File: src/rtl/spi_sram_responder.sv
// SPI mode-0 slave fronting a small byte-addressed SRAM (READ 0x03, WRITE 0x02, 24-bit address).
// Define SPI_SRAM_FAST_READ_EN to also accept FAST READ 0x0B with 8 dummy clocks.
module spi_sram_responder #(
  parameter int DEPTH = 256,
  parameter int AW    = 8
) (
  input  logic       clk,
  input  logic       rst,
  input  logic       sck,
  input  logic       cs_n,
  input  logic       mosi,
  output logic       miso,
  output logic       miso_oe,
  output logic       busy,
  output logic [7:0] last_cmd
);

`ifdef SPI_SRAM_FAST_READ_EN
  typedef enum logic [2:0] {IDLE, CMD, ADDR, DUMMY, RD, WR, IGNORE} state_t;
`else
  typedef enum logic [2:0] {IDLE, CMD, ADDR, RD, WR, IGNORE} state_t;
`endif

  logic [7:0]    mem [DEPTH];

  logic [2:0]    sck_s_q;
  logic [1:0]    cs_s_q;
  logic [1:0]    mosi_s_q;

  state_t        state_q, state_d;
  logic [4:0]    bit_cnt_q, bit_cnt_d;
  logic [6:0]    sh_q, sh_d;
  logic [AW-1:0] addr_q, addr_d;
  logic [7:0]    tx_q, tx_d;
  logic          miso_q, miso_d;
  logic [7:0]    last_cmd_q, last_cmd_d;
  logic          mem_we;
  logic [7:0]    mem_wdata;

  logic sck_rise, sck_fall, cs_hi, mosi_s;
  assign sck_rise = sck_s_q[1] & ~sck_s_q[2];
  assign sck_fall = ~sck_s_q[1] & sck_s_q[2];
  assign cs_hi    = cs_s_q[1];
  assign mosi_s   = mosi_s_q[1];

  always_ff @(posedge clk or posedge rst) begin
    if (rst) begin
      sck_s_q    <= '0;
      cs_s_q     <= 2'b11;
      mosi_s_q   <= '0;
      state_q    <= IDLE;
      bit_cnt_q  <= '0;
      sh_q       <= '0;
      addr_q     <= '0;
      tx_q       <= '0;
      miso_q     <= 1'b0;
      last_cmd_q <= 8'h00;
    end else begin
      sck_s_q    <= {sck_s_q[1:0], sck};
      cs_s_q     <= {cs_s_q[0], cs_n};
      mosi_s_q   <= {mosi_s_q[0], mosi};
      state_q    <= state_d;
      bit_cnt_q  <= bit_cnt_d;
      sh_q       <= sh_d;
      addr_q     <= addr_d;
      tx_q       <= tx_d;
      miso_q     <= miso_d;
      last_cmd_q <= last_cmd_d;
    end
  end

  // Storage is deliberately not reset.
  always_ff @(posedge clk) begin
    if (mem_we) mem[addr_q] <= mem_wdata;
  end

  always_comb begin
    state_d    = state_q;
    bit_cnt_d  = bit_cnt_q;
    sh_d       = sh_q;
    addr_d     = addr_q;
    tx_d       = tx_q;
    miso_d     = miso_q;
    last_cmd_d = last_cmd_q;
    mem_we     = 1'b0;
    mem_wdata  = {sh_q, mosi_s};
    // A deasserted select overrides any SCK edge seen in the same cycle.
    if (cs_hi) begin
      state_d   = IDLE;
      miso_d    = 1'b0;
      bit_cnt_d = '0;
    end else begin
      case (state_q)
        IDLE: begin
          state_d   = CMD;
          bit_cnt_d = '0;
          sh_d      = '0;
        end
        CMD: if (sck_rise) begin
          sh_d      = {sh_q[5:0], mosi_s};
          bit_cnt_d = bit_cnt_q + 5'd1;
          if (bit_cnt_q == 5'd7) begin
            last_cmd_d = {sh_q, mosi_s};
            bit_cnt_d  = '0;
            case ({sh_q, mosi_s})
              8'h03, 8'h02: state_d = ADDR;
`ifdef SPI_SRAM_FAST_READ_EN
              8'h0B:        state_d = ADDR;
`endif
              default:      state_d = IGNORE;
            endcase
          end
        end
        ADDR: if (sck_rise) begin
          addr_d    = {addr_q[AW-2:0], mosi_s};
          bit_cnt_d = bit_cnt_q + 5'd1;
          if (bit_cnt_q == 5'd23) begin
            bit_cnt_d = '0;
            if (last_cmd_q == 8'h03) begin
              tx_d    = mem[addr_d];
              state_d = RD;
            end else if (last_cmd_q == 8'h02) begin
              state_d = WR;
            end else begin
`ifdef SPI_SRAM_FAST_READ_EN
              state_d = DUMMY;
`else
              state_d = IGNORE;
`endif
            end
          end
        end
`ifdef SPI_SRAM_FAST_READ_EN
        DUMMY: if (sck_rise) begin
          bit_cnt_d = bit_cnt_q + 5'd1;
          if (bit_cnt_q == 5'd7) begin
            bit_cnt_d = '0;
            tx_d      = mem[addr_q];
            state_d   = RD;
          end
        end
`endif
        RD: if (sck_fall) begin
          miso_d    = tx_q[7];
          tx_d      = {tx_q[6:0], 1'b0};
          bit_cnt_d = bit_cnt_q + 5'd1;
          // Prefetch the next byte right after bit 0 leaves.
          if (bit_cnt_q == 5'd7) begin
            bit_cnt_d = '0;
            addr_d    = addr_q + AW'(1);
            tx_d      = mem[addr_q + AW'(1)];
          end
        end
        WR: if (sck_rise) begin
          sh_d      = {sh_q[5:0], mosi_s};
          bit_cnt_d = bit_cnt_q + 5'd1;
          if (bit_cnt_q == 5'd7) begin
            bit_cnt_d = '0;
            mem_we    = 1'b1;
            addr_d    = addr_q + AW'(1);
          end
        end
        IGNORE: miso_d = 1'b0;
        default: state_d = IDLE;
      endcase
    end
  end

  assign miso     = miso_q;
  assign miso_oe  = (state_q == RD);
  assign busy     = ~cs_hi;
  assign last_cmd = last_cmd_q;

endmodule

File: config.mk
export PLATFORM = sky130hd
export DESIGN_NAME = spi_sram_responder
export DESIGN_NICKNAME = d
export VERILOG_FILES = /design/src/rtl/spi_sram_responder.sv
export SDC_FILE = /design/constraint.sdc
export NUM_CORES = 2
export LEC_CHECK = 0
export CELL_PAD_IN_SITES_DETAIL_PLACEMENT = 1
export CELL_PAD_IN_SITES_GLOBAL_PLACEMENT = 1
export CORE_MARGIN = 1.5
export CORE_UTILIZATION = 40
export DETAILED_ROUTE_END_ITERATION = 6
export PLACE_DENSITY = 0.58
export SLEW_MARGIN = 10
export SYNTH_ARGS = -nofsm -noshare
export SYNTH_HDL_FRONTEND = slang
export SYNTH_SLANG_ARGS = --single-unit
export TNS_END_PERCENT = 30
File: constraint.sdc
create_clock -name clk -period 8.2 [get_ports clk]
set_input_delay 0.82 -clock clk [delete_from_list [all_inputs] [get_ports clk]]
set_output_delay 0.82 -clock clk [all_outputs]
set_load 0.05 [all_outputs]
# Word-level counts from Yosys, hierarchy flattened
# Memories as Yosys holds them, arrays and structs flattened.
# Index checks and enable logic that the tools add are counted.
[op_classes]
n_addsub = 2
eq_ne = 24
n_mux = 38
bitwise = 5
n_reduce_logical = 16
[ops]
columns = ["cell", "n"]
rows = [
  ["8-bit 2-to-1 mux", 9],
  ["8-bit by 2-bit == test with 1-bit output (second input constant)", 4],
  ["5-bit 2-to-1 mux", 6],
  ["8-bit case mux with 3 select lines", 1],
  ["3-bit 2-to-1 mux", 7],
  ["5-bit case mux with 4 select lines", 1],
  ["8-bit case mux with 2 select lines", 1],
  ["7-bit case mux with 2 select lines", 1],
  ["3-bit inequality test (second input constant)", 4],
  ["3-bit case mux with 4 select lines", 1],
  ["5-bit AND reduction", 2],
  ["1-bit 2-to-1 mux", 9],
  ["8-bit by 1-bit adder with 8-bit output (second input constant)", 1],
  ["2-bit inequality test (second input constant)", 4],
  ["4-bit AND reduction", 2],
  ["7-bit 2-to-1 mux", 1],
  ["3-bit by 2-bit == test with 1-bit output (second input constant)", 2],
  ["3-bit == test (second input constant)", 2],
  ["2-bit by 1-bit inequality test with 1-bit output (second input constant)", 3],
  ["3-bit by 1-bit inequality test with 1-bit output (second input constant)", 2],
  ["6-bit AND reduction", 1],
  ["3-bit nonzero test", 2],
  ["5-bit by 1-bit adder with 5-bit output (second input constant)", 1],
  ["5-bit by 3-bit == test with 1-bit output (second input constant)", 1],
  ["other kinds (12)", 17],
]
[word_totals]
register_bits = 47
ramBits = 2048
output_inout_bits = 11
wordCells = 96
n_memories = 1
[memory_table]
columns = ["memory", "depth", "word_bits", "rd", "rd_clocked_by_memory_dff", "write_ports", "line", "rtl"]
rows = [
  ["mem", 256, 8, 2, 0, 1, "24", "logic [7:0] mem [DEPTH];"],
]

# Longest topological paths before layout
[logic_depth]
depth_word = 7
depth_mapped = 21
ltp_nobuf = 10

# Least setup slack after synthesis
# No wires, ideal clock.
[synth_timing]
path_type = "reg-to-reg"
startpoint = "reg mosi_s_q[1]"
endpoint = "reg tx_q[6]"
setup_time_ns = 0.140
arrival_ns = 5.706
t_required_ns = 8.060
slack_ns = 2.354
stages_incl_launch_ff = 10
synth_period_minus_slack_ns = 5.846
cell_sequence = "dfrtp_1 > buf_2 > buf_2 > buf_1 > buf_2 > mux4_2 > a221oi_1 > a311oi_1 > o311ai_0 > a31oi_1"
[synth_via]
elab_chain_cells = 5
[synth_rtl]
columns = ["element", "line", "rtl"]
rows = [
  ["start: declaration", "28", "logic [1:0] mosi_s_q;"],
  ["start signal: assignment", "61", "mosi_s_q <= {mosi_s_q[0], mosi};"],
  ["memory read 256 x 8 bit", "--", ""],
  ["8-bit 2-to-1 mux", "119", "if (last_cmd_q == 8'h03) begin"],
  ["8-bit 2-to-1 mux", "117", "if (bit_cnt_q == 5'd23) begin"],
  ["8-bit 2-to-1 mux", "114", "ADDR: if (sck_rise) begin"],
  ["8-bit case mux with 2 select lines", "93", "case (state_q)"],
  ["end signal: assignment", "66", "tx_q <= tx_d;"],
  ["end: declaration", "34", "logic [7:0] tx_q, tx_d;"],
]
# No other way between the ends. The select of a mux whose other input is x is not followed.
# A chain may end at the register's enable or synchronous reset.

# Worst setup path in the final report
[layout_timing]
startpoint = "reg addr_q[0]"
endpoint = "reg tx_q[7]"
[layout_via]
elab_chain_cells = 5
[layout_rtl]
columns = ["element", "line", "rtl"]
rows = [
  ["start: declaration", "33", "logic [AW-1:0] addr_q, addr_d;"],
  ["start signal: assignment", "65", "addr_q <= addr_d;"],
  ["8-bit by 1-bit adder with 8-bit output or memory read 256 x 8 bit (tied branches)", "--", ""],
  ["memory read 256 x 8 bit (*)", "--", ""],
  ["8-bit 2-to-1 mux (on tied branches)", "148, 117", ""],
  ["8-bit 2-to-1 mux (on tied branches)", "143, 114", ""],
  ["8-bit case mux with 2 select lines (*)", "93", ""],
]
# Mark *: on every way between the ends. The rest lies on a longest branch, timed or not. The select of a mux whose other input is x is not followed.

==> flow_metrics.py <==
metrics = {
    "placed_design": {
        "place_area_sq_um": 103300,
        "placedCellCount": 8785,
        "preCtsSetupSlack_ns": 2.284,
        "port_buffers": 15,
        "gp_congestion": 0.8797,
        "dp_hpwl_mm": 228.0,
    },
    "critical_path": {
        "cp_slowest_cell": "ha_4",
        "cp_top_family": "buffers and inverters",
        "crit_arrival_ns": 6.71,
        "cp-end-kind": "flop",
        "critical_path.cell_chain": "clkinv_2 -> ha_4 -> buf_4 -> buf_4 -> mux4_2 -> nand2_1 -> nand3_1 -> nand3_1 -> a21oi_1 -> o41ai_1 -> and3_1 -> a31oi_1",
        "cp.depth": 12,
        "setup.worst_path.start": "addr_q[0]$_DFFE_PP0P_",
        "timing.rr.start": "addr_q[0]$_DFFE_PP0P_",
        "reg2reg_depth": 12,
        "critPathBufInv": 3,
        "crit_fanout": 45,
        "crit_required_ns": 8.94,
        "slowest_delay_ns": 1.02,
        "reg2reg_setup_slack_ns": 2.23,
        "crit_type": "reg -> reg",
        "cp-start-kind": "flop",
    },
    "cells_and_area": {
        "syn_to_final_growth_pct": 10.97,
        "regArea_sq_um": 62720,
        "fin_util_pct": 44.62,
        "fin_cells": 9220,
        "multi_input_area_sq_um": 34560,
        "drive_gt1_share_pct": 25.32,
        "design_area_sq_um": 110800,
        "fillers": 23410,
        "final_nets": 5697,
    },
    "clock_tree": {
        "h-tree-depth": 4,
        "postCtsResizedCells": 0,
        "path_clk_slew_ns": 0.06,
        "clk_latency_ns": 0.91,
        "cts_buffer_depth": 3,
        "cts_tree": "yes",
        "cts.sinks": 2095,
        "holdBufCountCts": 0,
        "root_buffer": "clkbuf_16",
        "cts_setup_buffers": 0,
        "numCtsBuffers": 230,
    },
    "power": {
        "p_leak_nw": 32.64,
        "power.density_nw_per_um2": 241.2,
        "ir_worst_vdd_mv": 0.2650,
    },
    "timing": {
        "setup_viol": 0,
        "tightest_slew_ns": 1.422,
        "finalSetupTns_ns": 0,
        "finalCriticalPeriod_ns": 5.969,
        "clock_skew_ns": 0.04100,
        "final.setup.worst_slack_ns": 2.231,
        "min_period_over_period_pct": 72.79,
        "maxSlewViolCount": 0,
        "clock.fmax_ghz": 0.1675,
        "hold_viol": 0,
        "slew_headroom_pct": 4.197,
        "rsz0062_at_grt": "false",
    },
    "floorplan": {
        "num_rows": 183,
        "start_util_pct": 40.21,
        "core-area_sq_um": 248400,
        "dieWidth_um": 502.7,
        "die_y_um": 502.7,
        "top_level_ports": 16,
        "die_area_sq_um": 252700,
    },
    "routing": {
        "drtAntennaViolNets": 0,
        "routed_via_density": 6.534,
        "drt_wl_total_mm": 357.1,
        "drtPass1Iterations": 5,
        "drt_iter0_markers": 7908,
        "vias": 60240,
        "wire_per_inst_um": 38.73,
        "drc_errors": 0,
    },
    "logic_synthesis": {
        "syn_area_sq_um": 99890,
        "yosysWarnings": 0,
        "yosys.area.top_type": "edfxtp_1",
        "synth_top_area_share_pct": 61.56,
        "synth_edf_count": 2048,
        "syn_area_per_cell_sq_um": 17.48,
        "ys_seq_area_share_pct": 62.74,
        "synthArstFlopShare_pct": 2.243,
        "synth_area_leaders": "edfxtp_1, mux4_2, mux2i_1",
        "syn_inst": 5714,
        "synth-main-ff-cell": "edfxtp_1",
        "ys_seq_elements": 2095,
        "synth.distinct_cells": 86,
        "syn_nets": 5724,
    },
    "grt": {
        "grtUsageTotal_pct": 28.26,
        "antenna_found_initial": 20,
        "grt_pass1_vias": 61160,
        "grt_max_degree": 185,
        "grt_pass1_wl_mm": 497.9,
        "overflow": 0,
    },
    "run": {
        "maxCapViolCount": 0,
    },
    "outcome": {
        "status": "finished, final reports clean",
    },
    "worst_hold_path": {
        "worstHoldPathType": "in -> async",
    },
}
-- stage by stage --
step | hold slack (ns) | total power, mW
3_5_place_dp | 0.3356 | 16.53
2_1_floorplan | 0.3312 | 15.67
5_1_grt | 0.1253 | 27.48
4_1_cts | 0.07171 | 26.91
6_report | 0.1271 | 26.74
3_3_place_gp | 0.3462 | 16.48
-- layout make-up --
cell class / count / share of cell area, %
well taps: 3330 / 3.759
diodes: 2 / 0.004515
flip-flops and latches: 2095 / 56.58
inverters: 19 / 0.07224
clock inverters: 161 / 1.464
repair buffers: 194 / 1.607
clock buffers: 272 / 5.334
multi-input cells: 3147 / 31.18
-- cells by family after synthesis --
kind of cell / after synthesis / synth area share (%)
xor gates and xnor gates: 9 / 0.1165
buffers and inverters: 472 / 2.913
DFF: 2095 / 62.74
adders and majority gates: 5 / 0.06263
and+or+nand+nor: 1146 / 5.018
AOI/OAI and AO/OA: 610 / 4.186
muxes: 1377 / 24.96
-- worst paths after layout --
kind,end
max in group asynchronous,addr_q[1]$_DFFE_PP0P_
worst max-delay path,tx_q[7]$_DFFE_PP0P_
min in group clk,cs_s_q[0]$_DFF_PP1_
worst max register to register,tx_q[7]$_DFFE_PP0P_
worst min-delay path,mosi_s_q[1]$_DFF_PP0_
worst min register to register,sck_s_q[1]$_DFF_PP0_
-- registers in the layout, indices dropped and copies added (netlist names) --
name	cells
bit_cnt_q	5
state_q	3
last_cmd	8
miso	1
addr_q	8
sck_s_q	3
mem	2048
tx_q	8
sh_q	7
mosi_s_q	2
cs_s_q	2
-- worst reg2reg max path, delay by kind of cell (launching register included) --
| family | cells | cell delay (ns) |
|---|---|---|
| buffers and inverters | 3 | 1.81 |
| muxes | 1 | 0.33 |
| adders and majority gates | 1 | 1.03 |
| DFF | 1 | 0.75 |
| AOI/OAI and AO/OA | 3 | 1.08 |
| and+or+nand+nor | 4 | 0.81 |
-- synthesized netlist by cell type, drive strengths merged, types with 4 or more instances --
master / count
a32oi: 32
nor4: 6
mux4: 880
a221oi: 39
nor3: 15
and4: 5
mux2i: 449
xnor2: 6
o221ai: 17
nor2: 347
o31ai: 11
a41oi: 5
or3: 5
o311a: 4
nor3b: 4
o41ai: 11
buf: 303
mux2: 48
a22o: 12
inv: 16
nand3b: 4
a21oi: 102
ha: 5
a31oi: 32
nor2b: 18
o21ai: 109
o22ai: 50
nand2b: 11
a22oi: 106
nand3: 200
and2: 4
a211oi: 24
o211ai: 11
a21o: 4
edfxtp: 2048
and3: 26
o2111ai: 5
o311ai: 4
nand2: 436
nand4: 56
dfrtp: 45
clkbuf: 150
-- placed cells by master, fill, tap and decap left out, types with 9 or more instances in the layout --
cell                n
a211oi_1           24
a21oi_1           102
a221oi_1           39
a22o_1             12
a22oi_1           106
a31oi_1            32
a32oi_1            32
and3_1             26
buf_12             23
buf_4             156
bufinv_16          24
clkbuf_1           42
clkbuf_16         230
clkdlybuf4s50_1    15
clkinv_1           61
clkinv_2           50
clkinvlp_4         11
dfrtp_1            34
dfrtp_4            10
edfxtp_1         2048
inv_1              14
mux2_2             48
mux2i_1           449
mux4_1             21
mux4_2            859
nand2_1           417
nand2_2            18
nand2b_1            9
nand3_1           198
nand4_1            56
nor2_1            336
nor2b_1            15
nor3_1             14
o211ai_1           11
o21ai_0           104
o221ai_1           16
o22ai_1            48
o31ai_1            11
o41ai_1             9
-- report_power, final --
part,total (mW),switching (mW),internal (mW)
Combinational,4.01,2.37,1.64
Sequential,12.3,0.157,12.1
Clock,10.5,4.55,5.92
-- per-layer routing --
layer  vias up  part of all wire [%]  track usage (%)
li1      23760                     -                -
met1     33000                    41            39.66
met2      2884                    46            44.25
met3       584                   8.7            5.465
met4        10                   3.6            9.318
met5         -                 0.018                0
Power figures use the tool's default switching activity.
